--- config.mk ---
export PLATFORM = sky130hd
export DESIGN_NAME = avalon_mm_read_master
export DESIGN_NICKNAME = d
export VERILOG_FILES = /design/src/rtl/avalon_mm_pkg.sv /design/src/rtl/sync_fifo.sv /design/src/rtl/avalon_mm_read_master.sv
export SDC_FILE = /design/constraint.sdc
export NUM_CORES = 1
export LEC_CHECK = 0
export ABC_AREA = 1
export CORE_MARGIN = 2
export CORE_UTILIZATION = 30
export CTS_CLUSTER_SIZE = 8
export DETAILED_ROUTE_END_ITERATION = 8
export HOLD_SLACK_MARGIN = 0.15
export PLACE_DENSITY = 0.56
export RECOVER_POWER = 100
export REMOVE_ABC_BUFFERS = 1
export SYNTH_ARGS = -nofsm -noshare
export SYNTH_HDL_FRONTEND = slang
export SYNTH_SLANG_ARGS = --single-unit
--- constraint.sdc ---
create_clock -name clk -period 4.5 [get_ports clk]
set_input_delay 0.9 -clock clk [delete_from_list [all_inputs] [get_ports clk]]
set_output_delay 0.9 -clock clk [all_outputs]
set_load 0.03 [all_outputs]
--- src/rtl/avalon_mm_pkg.sv ---
// Shared types and constants for the Avalon-MM read master.
package avalon_mm_pkg;

  // Job controller states
  typedef enum logic [1:0] {
    ST_IDLE  = 2'd0,
    ST_ISSUE = 2'd1,
    ST_DRAIN = 2'd2,
    ST_DONE  = 2'd3
  } state_e;

  // Avalon-MM response code for a good transfer
  localparam logic [1:0] AVM_RESP_OKAY = 2'b00;

  // Command fields are carried at a fixed maximum width; the top narrows them
  localparam int CMD_ADDR_W = 64;
  localparam int CMD_LEN_W  = 16;

  typedef struct packed {
    logic [CMD_ADDR_W-1:0] addr;
    logic [CMD_LEN_W-1:0]  len;
  } cmd_t;

  // Clear the byte-offset bits so every request is word aligned
  function automatic logic [CMD_ADDR_W-1:0] word_align(input logic [CMD_ADDR_W-1:0] a);
    return a & ~(CMD_ADDR_W'(3));
  endfunction

endpackage

--- src/rtl/sync_fifo.sv ---
// Single-clock FIFO with first-word-fall-through read port.
// A push while full is only taken when a pop happens in the same cycle.
module sync_fifo #(
  parameter int WIDTH = 32,
  parameter int DEPTH = 8
) (
  input  logic                   clk,
  input  logic                   rst,
  input  logic                   push,
  input  logic [WIDTH-1:0]       wdata,
  input  logic                   pop,
  output logic [WIDTH-1:0]       rdata,
  output logic [$clog2(DEPTH):0] count,
  output logic                   full,
  output logic                   empty
);

  localparam int AW = $clog2(DEPTH);
  localparam int CW = AW + 1;

  logic [WIDTH-1:0] mem_q [DEPTH];
  logic [AW-1:0]    wr_ptr_q, wr_ptr_d;
  logic [AW-1:0]    rd_ptr_q, rd_ptr_d;
  logic [CW-1:0]    count_q, count_d;
  logic             push_ok_s, pop_ok_s;

  assign empty = (count_q == {CW{1'b0}});
  assign full  = (count_q == CW'(DEPTH));
  assign count = count_q;
  // Head word is forced to zero when empty so the output is defined after reset
  assign rdata = empty ? {WIDTH{1'b0}} : mem_q[rd_ptr_q];

  // Qualify push/pop and compute next pointers and occupancy
  always_comb begin
    pop_ok_s  = pop && !empty;
    push_ok_s = push && (!full || pop_ok_s);
    wr_ptr_d  = push_ok_s ? (wr_ptr_q + AW'(1)) : wr_ptr_q;
    rd_ptr_d  = pop_ok_s  ? (rd_ptr_q + AW'(1)) : rd_ptr_q;
    if (push_ok_s && !pop_ok_s) begin
      count_d = count_q + CW'(1);
    end else if (pop_ok_s && !push_ok_s) begin
      count_d = count_q - CW'(1);
    end else begin
      count_d = count_q;
    end
  end

  // Pointer and occupancy registers
  always_ff @(posedge clk or posedge rst) begin
    if (rst) begin
      wr_ptr_q <= {AW{1'b0}};
      rd_ptr_q <= {AW{1'b0}};
      count_q  <= {CW{1'b0}};
    end else begin
      wr_ptr_q <= wr_ptr_d;
      rd_ptr_q <= rd_ptr_d;
      count_q  <= count_d;
    end
  end

  // Storage array; contents need no reset because empty masks the head
  always_ff @(posedge clk) begin
    if (push_ok_s) begin
      mem_q[wr_ptr_q] <= wdata;
    end
  end

endmodule

--- src/rtl/avalon_mm_read_master.sv ---
// Avalon-MM pipelined read master: fetches cmd_len words starting at cmd_addr
// and streams them out through a FIFO. Requests are throttled so that words in
// flight plus words buffered never exceed FIFO_DEPTH, so the FIFO cannot overflow.
module avalon_mm_read_master
  import avalon_mm_pkg::*;
#(
  parameter int ADDR_W     = 32,
  parameter int DATA_W     = 32,
  parameter int FIFO_DEPTH = 8
) (
  input  logic              clk,
  input  logic              rst,
  input  logic              cmd_valid,
  output logic              cmd_ready,
  input  logic [ADDR_W-1:0] cmd_addr,
  input  logic [15:0]       cmd_len,
  output logic [ADDR_W-1:0] avm_address,
  output logic              avm_read,
  output logic [3:0]        avm_byteenable,
  input  logic              avm_waitrequest,
  input  logic              avm_readdatavalid,
  input  logic [DATA_W-1:0] avm_readdata,
  input  logic [1:0]        avm_response,
  output logic              st_valid,
  input  logic              st_ready,
  output logic [DATA_W-1:0] st_data,
  output logic              busy,
  output logic              done,
  output logic              err
);

  localparam int CNT_W = $clog2(FIFO_DEPTH) + 1;
  localparam int SUM_W = CNT_W + 1;
  localparam logic [SUM_W-1:0] DEPTH_SUM = SUM_W'(FIFO_DEPTH);

  state_e                state_q, state_d;
  logic [ADDR_W-1:0]     addr_q, addr_d;
  logic [15:0]           remaining_q, remaining_d;
  logic [CNT_W-1:0]      outstanding_q, outstanding_d;
  logic                  read_q, read_d;
  logic                  err_q, err_d;

  cmd_t                  cmd_s;
  logic [CMD_ADDR_W-1:0] cmd_aligned_s;
  logic                  unused_cmd_s;
  logic                  cmd_fire_s, accept_s, push_s, pop_s, rsp_err_s;
  logic [CNT_W-1:0]      fifo_count_s, fifo_count_next_s;
  logic                  fifo_full_s, fifo_empty_s;
  logic [DATA_W-1:0]     fifo_rdata_s;
  logic [SUM_W-1:0]      inflight_next_s;

  assign cmd_s.addr    = CMD_ADDR_W'(cmd_addr);
  assign cmd_s.len     = cmd_len;
  assign cmd_aligned_s = word_align(cmd_s.addr);
  assign unused_cmd_s  = ^cmd_aligned_s;

  assign cmd_fire_s = cmd_valid && (state_q == ST_IDLE);
  assign accept_s   = read_q && !avm_waitrequest;
  // Responses with nothing outstanding belong to no job and are dropped
  assign push_s     = avm_readdatavalid && (outstanding_q != {CNT_W{1'b0}})
                      && (!fifo_full_s || pop_s);
  assign pop_s      = !fifo_empty_s && st_ready;
  assign rsp_err_s  = avm_readdatavalid
                      && ((avm_response != AVM_RESP_OKAY) || (outstanding_q == {CNT_W{1'b0}}));

  assign cmd_ready      = (state_q == ST_IDLE);
  assign busy           = (state_q != ST_IDLE);
  assign done           = (state_q == ST_DONE);
  assign err            = err_q;
  assign avm_read       = read_q;
  assign avm_address    = addr_q;
  assign avm_byteenable = read_q ? 4'hF : 4'h0;
  assign st_valid       = !fifo_empty_s;
  assign st_data        = fifo_rdata_s;

  // Occupancy the FIFO will have next cycle, used to pre-compute read credit
  always_comb begin
    if (push_s && !pop_s) begin
      fifo_count_next_s = fifo_count_s + CNT_W'(1);
    end else if (pop_s && !push_s) begin
      fifo_count_next_s = fifo_count_s - CNT_W'(1);
    end else begin
      fifo_count_next_s = fifo_count_s;
    end
  end

  // Next-state, job bookkeeping and registered request generation
  always_comb begin
    state_d       = state_q;
    addr_d        = addr_q;
    remaining_d   = remaining_q;
    outstanding_d = outstanding_q;
    err_d         = (cmd_fire_s ? 1'b0 : err_q) | rsp_err_s;

    if (accept_s && !push_s) begin
      outstanding_d = outstanding_q + CNT_W'(1);
    end else if (push_s && !accept_s) begin
      outstanding_d = outstanding_q - CNT_W'(1);
    end else begin
      outstanding_d = outstanding_q;
    end

    case (state_q)
      ST_IDLE: begin
        if (cmd_fire_s) begin
          addr_d      = cmd_aligned_s[ADDR_W-1:0];
          remaining_d = cmd_s.len;
          state_d     = (cmd_s.len == 16'd0) ? ST_DONE : ST_ISSUE;
        end else begin
          state_d = ST_IDLE;
        end
      end
      ST_ISSUE: begin
        if (accept_s) begin
          addr_d      = addr_q + ADDR_W'(4);
          remaining_d = remaining_q - 16'd1;
          state_d     = (remaining_q == 16'd1) ? ST_DRAIN : ST_ISSUE;
        end else begin
          state_d = ST_ISSUE;
        end
      end
      ST_DRAIN: begin
        if ((outstanding_q == {CNT_W{1'b0}}) && fifo_empty_s) begin
          state_d = ST_DONE;
        end else begin
          state_d = ST_DRAIN;
        end
      end
      ST_DONE: begin
        state_d = ST_IDLE;
      end
      default: begin
        state_d = ST_IDLE;
      end
    endcase

    // Once raised, the request holds: without an accept in-flight+buffered
    // can only shrink, so the credit test below stays true until accepted.
    inflight_next_s = SUM_W'(outstanding_d) + SUM_W'(fifo_count_next_s);
    read_d          = (state_d == ST_ISSUE) && (inflight_next_s < DEPTH_SUM);
  end

  // State and job registers
  always_ff @(posedge clk or posedge rst) begin
    if (rst) begin
      state_q       <= ST_IDLE;
      addr_q        <= {ADDR_W{1'b0}};
      remaining_q   <= 16'd0;
      outstanding_q <= {CNT_W{1'b0}};
      read_q        <= 1'b0;
      err_q         <= 1'b0;
    end else begin
      state_q       <= state_d;
      addr_q        <= addr_d;
      remaining_q   <= remaining_d;
      outstanding_q <= outstanding_d;
      read_q        <= read_d;
      err_q         <= err_d;
    end
  end

  sync_fifo #(
    .WIDTH (DATA_W),
    .DEPTH (FIFO_DEPTH)
  ) u_fifo (
    .clk   (clk),
    .rst   (rst),
    .push  (push_s),
    .wdata (avm_readdata),
    .pop   (pop_s),
    .rdata (fifo_rdata_s),
    .count (fifo_count_s),
    .full  (fifo_full_s),
    .empty (fifo_empty_s)
  );

endmodule
==> impl_metrics.toml, run 1 <==
[critical_path]
crit_fanout = 65
r2r_slack_ns = 0.61
cp-end-kind = "primary output"
r2r_cells = 7
crit_path_start_kind = "register"
cp_common_cell = "o21ai_0"
cp_num_buf_inv = 2
worstPathRequired_ns = 3.60
max_stage_delay_ns = 0.80
timing.rr.end = "avm_address[20]$_DFFE_PP0P_"
r2r-start = "state_q[1]$_DFF_PP0_"
crit_type = "register to primary output"
crit_slowest_cell = "dlygate4sd3_1"
critical_path.top_delay_family = "buffers and inverters"
arrival_ns = 3.33
cp_cell_sequence = "clkbuf_4 -> o21ai_0 -> o22ai_1 -> o21ai_0 -> a31oi_1 -> dlygate4sd3_1"

[timing]
timing.hold.ws_ns = 0.482
max_freq_ghz = 0.236
slew_headroom_pct = -23.2
fin_setup_tns_ns = 0
setup_viol = 0
final.setup.worst_slack_ns = 0.271
fin_crit_sh_pct = 94.0
min_period_ns = 4.23
hold_viol = 0
slew_violations = 68
worst_pin_slew_ns = 1.85
grt_setup_unrepaired = "no"
finClkSkew_ns = 0.0227

[status]
status = "finished with violations"
violations = "max-capacitance violations, max-slew violations"

[cts]
ctsResizeCount = 0
path_clk_slew_ns = 0.05
cts-htree-levels = 2
ctsHoldBuffers = 0
cts_tree = "yes"
insertion_delay_ns = 0.57
postCtsSetupRepairBufs = 0
numCtsBuffers = 46
clkSinkCount = 320
cts_root_buffer = "clkbuf_16"
cts_max_path_buffers = 3

[floorplanning]
rows = 80
die_w_um = 223
ios = 162
dieArea_mm2 = 0.0498
start_util_pct = 30.3
core_area_mm2 = 0.0475
die_y_um = 223

[min_path]
whs_path_depth = 2
hold_start = "err$_DFF_PP0_"
min_to = "err$_DFF_PP0_"
hold_path.class = "register to register"

[grt]
grt_pass1_wl_mm = 59.2
grt_usage_pct = 15.2
grt_max_degree = 130
grt-ovfl-total = 0
antenna_found_initial = 6
grt_pass1_vias = 10500

[logic_synthesis]
ys.warnings.count = 0
synth-seq-cells = 320
synth.distinct_cells = 41
ys_seq_area_share_pct = 64.5
netlist_instances = 1405
avgSynthCellArea_um2 = 10.2
mappedNetlistArea_mm2 = 0.0144

[route]
vias = 10700
drt_iter0_markers = 794
drcViolationCount = 0
first_pass_iters = 5
via_per_inst = 4.89
final_antenna_net_count = 0
routedWlPerCell_um = 17.4
wl_mm = 38.1

[finish]
drive_above_1_share_pct = 5.58
syn_to_final_growth_pct = 24.1
fin_util_pct = 37.6
nFillCells = 4664
final_net_count = 1652
final_cells = 2192

[placed_design]
place_congestion = 0.884
post-place-ws_ns = 1.02
place_hpwl_mm = 21.8
numPortBuffers = 157
placed_cells = 2118

[power_and_ir_drop]
peakVddDrop_mv = 0.390
power_density_mw_per_mm2 = 725
p_leak_nw = 6.54

[flow_run]
drv_cap = 1
[power by group]
group / internal, mW / leakage [nW] / switching [mW]
Clock: 1.90 / 0.623 / 1.27
Combinational: 1.79 / 2.82 / 3.76
Sequential: 3.86 / 3.10 / 0.375
Total: 7.54 / 6.54 / 5.41
[layout make-up]
cell class	instances	area [um^2]	share of cell area, %
clock buffers	69	1250	6.98
diodes	1	2.50	0.0140
inverters	90	339	1.90
clock inverters	4	62.6	0.350
repair buffers	175	1720	9.64
well taps	615	769	4.31
flip-flops and latches	320	9290	52.0
multi-input cells	918	4430	24.8
[kinds of logic after synthesis]
kind of cell,after synthesis,synth area share (%)
flops,320,64.5
compound gates,348,13.1
other cells,1,0.0260
buf+inv,168,4.83
simple gates,539,15.4
fa+ha+maj,13,1.13
xor+xnor,16,0.973
[worst max-delay path by stage]
| stage | start | to | slack [ns] | cells after the start |
|---|---|---|---|---|
| after floorplan | u_fifo.rd_ptr_q[0]$_DFFE_PP0P_ | st_data[0] | -0.52 | 5 |
| after global placement | u_fifo.rd_ptr_q[1]$_DFFE_PP0P_ | st_data[24] | 1.02 | 6 |
| after detailed placement | u_fifo.rd_ptr_q[1]$_DFFE_PP0P_ | st_data[24] | 1.02 | 6 |
| after CTS | u_fifo.rd_ptr_q[1]$_DFFE_PP0P_ | st_data[24] | 0.37 | 6 |
| after global routing | u_fifo.rd_ptr_q[1]$_DFFE_PP0P_ | st_data[1] | 0.15 | 6 |
| final | u_fifo.rd_ptr_q[1]$_DFFE_PP0P_ | st_data[24] | 0.27 | 6 |
[Yosys cell counts]
master	count	area (um^2)
a211oi_1	1	7.51
a21oi_1	20	100
a221oi_1	1	8.76
a22o_1	1	8.76
a22oi_1	1	7.51
a31oi_1	35	219
buf_1	8	30.0
buf_2	21	105
buf_4	6	45.0
buf_6	2	22.5
clkbuf_1	40	150
clkbuf_2	1	5.00
conb_1	1	3.75
dfrtp_1	64	1600
edfxtp_1	256	7690
ha_1	13	163
inv_1	84	315
inv_2	6	22.5
nand2_1	162	608
nand2_2	1	6.26
nand2_4	1	11.3
nand3_1	44	220
nand3_2	1	10.0
nand3_4	1	17.5
nand3b_1	1	7.51
nand4_1	10	62.6
nor2_1	285	1070
nor2_2	2	12.5
nor2_4	2	22.5
nor2_8	1	20.0
nor3_1	20	100
nor3_2	1	10.0
nor4_1	4	25.0
o211ai_1	10	75.1
o21ai_0	215	1080
o21ai_1	16	80.1
o22ai_1	47	294
o2bb2ai_1	1	8.76
or2_2	3	18.8
xnor2_1	3	26.3
xor2_1	13	114
[per-stage QoR]
stage                     total power [mW]  cell area, um^2
final                                 12.9            17900
after global routing                  13.8            17900
after CTS                             13.4            18000
after detailed placement              10.1            16700
after global placement                10.1            16700
after floorplan                       7.78            14000
[worst reg2reg max path, stage by stage, from the launching register on]
cell and delay, ns:
dfrtp_1 0.44, nor2_4 0.13, inv_1 0.51, nor2_1 0.52
nor2_8 0.15, inv_1 1.37, o21ai_0 0.45, o22ai_1 0.23
[cell usage in the layout (no fill, tap or decap), types with 3 or more instances in the layout]
cell type | netlist | layout
xor2_1 | 13 | 13
a31oi_1 | 35 | 35
o22ai_1 | 47 | 47
nor4_1 | 4 | 4
ha_1 | 13 | 13
buf_12 | 0 | 3
clkbuf_1 | 40 | 22
nand2_1 | 162 | 163
nor2_1 | 285 | 282
o21ai_0 | 215 | 231
clkbuf_16 | 0 | 46
buf_4 | 6 | 5
dlygate4sd3_1 | 0 | 104
nor2_4 | 2 | 5
nand4_1 | 10 | 10
clkbuf_2 | 1 | 9
o211ai_1 | 10 | 10
inv_1 | 84 | 86
inv_2 | 6 | 3
clkdlybuf4s50_1 | 0 | 53
edfxtp_1 | 256 | 256
dfrtp_1 | 64 | 62
xnor2_1 | 3 | 3
a21oi_1 | 20 | 20
nor3_1 | 20 | 20
nand3_1 | 44 | 45
[registers in the layout, summed over array words and instances, names as in the netlist]
register / count
u_fifo.rd_ptr_q: 3
state_q: 2
u_fifo.mem_q: 256
u_fifo.count: 4
avm_address: 30
remaining_q: 16
avm_read: 1
err: 1
outstanding_q: 4
u_fifo.wr_ptr_q: 3
[per-layer routing]
metal,vias up,GRT usage [%],routed length [um]
li1,5206,-,-
met1,5211,19.7,17300
met2,225,25.4,18200
met3,70,3.46,1690
met4,8,4.55,811
met5,-,0,57
Power figures use the tool's default switching activity.
==> run 2, diff against run 1 <==
--- a/config.mk
+++ b/config.mk
@@ -5,13 +5,13 @@
 export SDC_FILE = /design/constraint.sdc
 export NUM_CORES = 1
 export LEC_CHECK = 0
-export ABC_AREA = 1
-export CORE_MARGIN = 2
+export CELL_PAD_IN_SITES_DETAIL_PLACEMENT = 0
+export CELL_PAD_IN_SITES_GLOBAL_PLACEMENT = 2
 export CORE_UTILIZATION = 30
 export CTS_CLUSTER_SIZE = 8
 export DETAILED_ROUTE_END_ITERATION = 8
 export HOLD_SLACK_MARGIN = 0.15
-export PLACE_DENSITY = 0.56
+export PLACE_DENSITY = 0.7
 export RECOVER_POWER = 100
 export REMOVE_ABC_BUFFERS = 1
 export SYNTH_ARGS = -nofsm -noshare
==> run 2 against run 1 <==
Net effect: the flow still finishes with violations (max-capacitance violations, max-slew violations); register-to-register slack better by 0.31 ns; cell area shrank 2.8%; core utilization grew 0.70 points; global-route usage down 0.70 points; sequential share of layout area grew 1.5 points; clock power is 1% lower; combinational power down 28%; non-clock buffer count is 6 higher; clock-buffer cell count is 10 lower; critical path depth is 1 lower; total power shrank 13%; clock skew rose by 0.0030 ns; largest cell class unchanged; largest power group is now registers.
==> impl_metrics.toml, run 2 <==
[cts]
cts_tree = "yes"
cts_max_path_buffers = 3
insertion_delay_ns = 0.57
numCtsBuffers = 46
clkSinkCount = 320
ctsResizeCount = 0
path_clk_slew_ns = 0.05
ctsHoldBuffers = 0
cts-htree-levels = 2
cts_root_buffer = "clkbuf_16"
postCtsSetupRepairBufs = 0

[route]
drcViolationCount = 0
wl_mm = 33.4
routedWlPerCell_um = 19.7
first_pass_iters = 4
vias = 8448
via_per_inst = 4.98
drt_iter0_markers = 476
final_antenna_net_count = 0

[logic_synthesis]
synth_area_leaders = "edfxtp_1, dfrtp_1, mux4_2, mux2i_1, a21oi_1"
ys_seq_area_share_pct = 67.3
yosysTopAreaCell = "edfxtp_1"
synth-async-reset-ratio_pct = 20.0
synth-seq-cells = 320
synth_commonest_cells = "edfxtp_1, nor2_1, dfrtp_1, mux4_2, nand2_1"
ys.warnings.count = 0
synth.most_common_cell = "edfxtp_1"
yosysTopAreaCellShare_pct = 55.7
mappedNetlistArea_mm2 = 0.0138
avgSynthCellArea_um2 = 15.2
yosys_most_used_dff = "edfxtp_1"
synth_edf_count = 256
synth.distinct_cells = 68
netlist_instances = 908

[timing]
min_period_ns = 4.09
hold_viol = 0
max_freq_ghz = 0.244
final.setup.worst_slack_ns = 0.407
setup_viol = 0
finClkSkew_ns = 0.0257
worst_pin_slew_ns = 2.68
grt_setup_unrepaired = "no"
slew_headroom_pct = -80.0
fin_crit_sh_pct = 91.0
slew_violations = 79

[grt]
antenna_found_initial = 2
grt_pass1_wl_mm = 52.1
grt_max_degree = 55
grt_pass1_vias = 8748
grt-ovfl-total = 0
grt_usage_pct = 14.5

[finish]
max_flop_register = "u_fifo.mem_q"
largest_reg_flops = 256
drive_above_1_share_pct = 13.3
final_net_count = 1182
final_common_cell = "edfxtp_1"
layout_common_cells = "edfxtp_1, dlygate4sd3_1, nor2_1"
ff_latch_area_mm2 = 0.00929
fin_util_pct = 38.3
syn_to_final_growth_pct = 25.8
nFillCells = 4299
multiInputGateArea_mm2 = 0.00423

[power_and_ir_drop]
peakVddDrop_mv = 0.439
p_leak_nw = 6.04
power_density_mw_per_mm2 = 649

[critical_path]
max_stage_delay_ns = 0.74
worstPathRequired_ns = 3.60
crit_slowest_cell = "dfrtp_2"
crit_type = "register to primary output"
crit_fanout = 30
cp-end-kind = "primary output"
crit_path_start_kind = "register"
arrival_ns = 3.19
cp_cell_sequence = "buf_12 -> mux4_2 -> mux2i_1 -> nor2_1 -> dlygate4sd3_1"

[placed_design]
place_congestion = 0.783
numPortBuffers = 157
post-place-ws_ns = 0.589
place_hpwl_mm = 19.7

[floorplanning]
die_w_um = 216
dieArea_mm2 = 0.0469
core_area_mm2 = 0.0454
ios = 162
die_y_um = 216
rows = 78
start_util_pct = 30.4

[status]
violations = "max-capacitance violations, max-slew violations"
status = "finished with violations"

[min_path]
hold_path.class = "register to register"

[flow_run]
drv_cap = 2
==> run 2: stage by stage <==
step / std cells / cell area, um^2 / hold WS, ns / power [mW] / setup TNS [ns]
finish: 1697 / 17400 / 0.460 / 11.3 / 0
global route: 1696 / 17400 / 0.471 / 11.9 / 0
global placement: 1633 / 16200 / 0.453 / 8.42 / 0
CTS: 1696 / 17500 / 0.466 / 11.6 / 0
floorplan: 852 / 13600 / 0.478 / 6.87 / -97.93
detailed placement: 1633 / 16200 / 0.456 / 8.44 / 0
==> run 2: critical path: cells and delay by family, from the launching register on <==
family,cells,cell delay [ns]
buffers and inverters,2,1.07
flip-flops,1,0.74
multiplexers,2,0.70
AND/OR/NAND/NOR,1,0.10
==> run 2: power breakdown <==
| group | total [mW] | internal (mW) | switching, mW |
|---|---|---|---|
| Clock | 3.13 | 1.90 | 1.23 |
| Sequential | 4.16 | 3.78 | 0.383 |
| Combinational | 3.98 | 1.70 | 2.28 |
==> run 2: logic make-up after synthesis <==
family          share of synthesized area, %
other cells                           0.0272
xor+xnor                               0.888
buf+inv                                 2.15
mux                                     12.8
compound gates                          7.03
simple gates                            8.58
fa+ha+maj                               1.18
flops                                   67.3
==> run 2: cell type report <==
class	instances	area share, %
clock buffer	59	6.91
clock inverter	4	0.533
inverter	14	0.303
antenna	1	0.0144
multi-input combinational	518	24.4
tap	600	4.32
sequential	320	53.5
timing repair buffer	181	10.1
==> run 2: final timing paths <==
check / start / to / slack, ns / depth (start not counted)
max reg2reg: avm_read$_DFF_PP0_ / avm_address[15]$_DFFE_PP0P_ / 0.92 / 5
min in group asynchronous: rst / avm_address[17]$_DFFE_PP0P_ / 1.36 / 2
min reg2reg: u_fifo.rd_ptr_q[2]$_DFFE_PP0P_ / u_fifo.rd_ptr_q[2]$_DFFE_PP0P_ / 0.46 / 1
max in group asynchronous: rst / u_fifo.rd_ptr_q[1]$_DFFE_PP0P_ / 1.69 / 3
max: u_fifo.rd_ptr_q[0]$_DFFE_PP0P_ / st_data[22] / 0.41 / 5
min: u_fifo.rd_ptr_q[2]$_DFFE_PP0P_ / u_fifo.rd_ptr_q[2]$_DFFE_PP0P_ / 0.46 / 1
==> run 2: per-layer routing <==
layer	vias to the layer above	routed length [um]	track usage (%)
li1	3900	-	-
met1	4279	14800	19.3
met2	218	16000	23.5
met3	51	1890	3.59
met4	0	642	4.20
met5	-	0	0
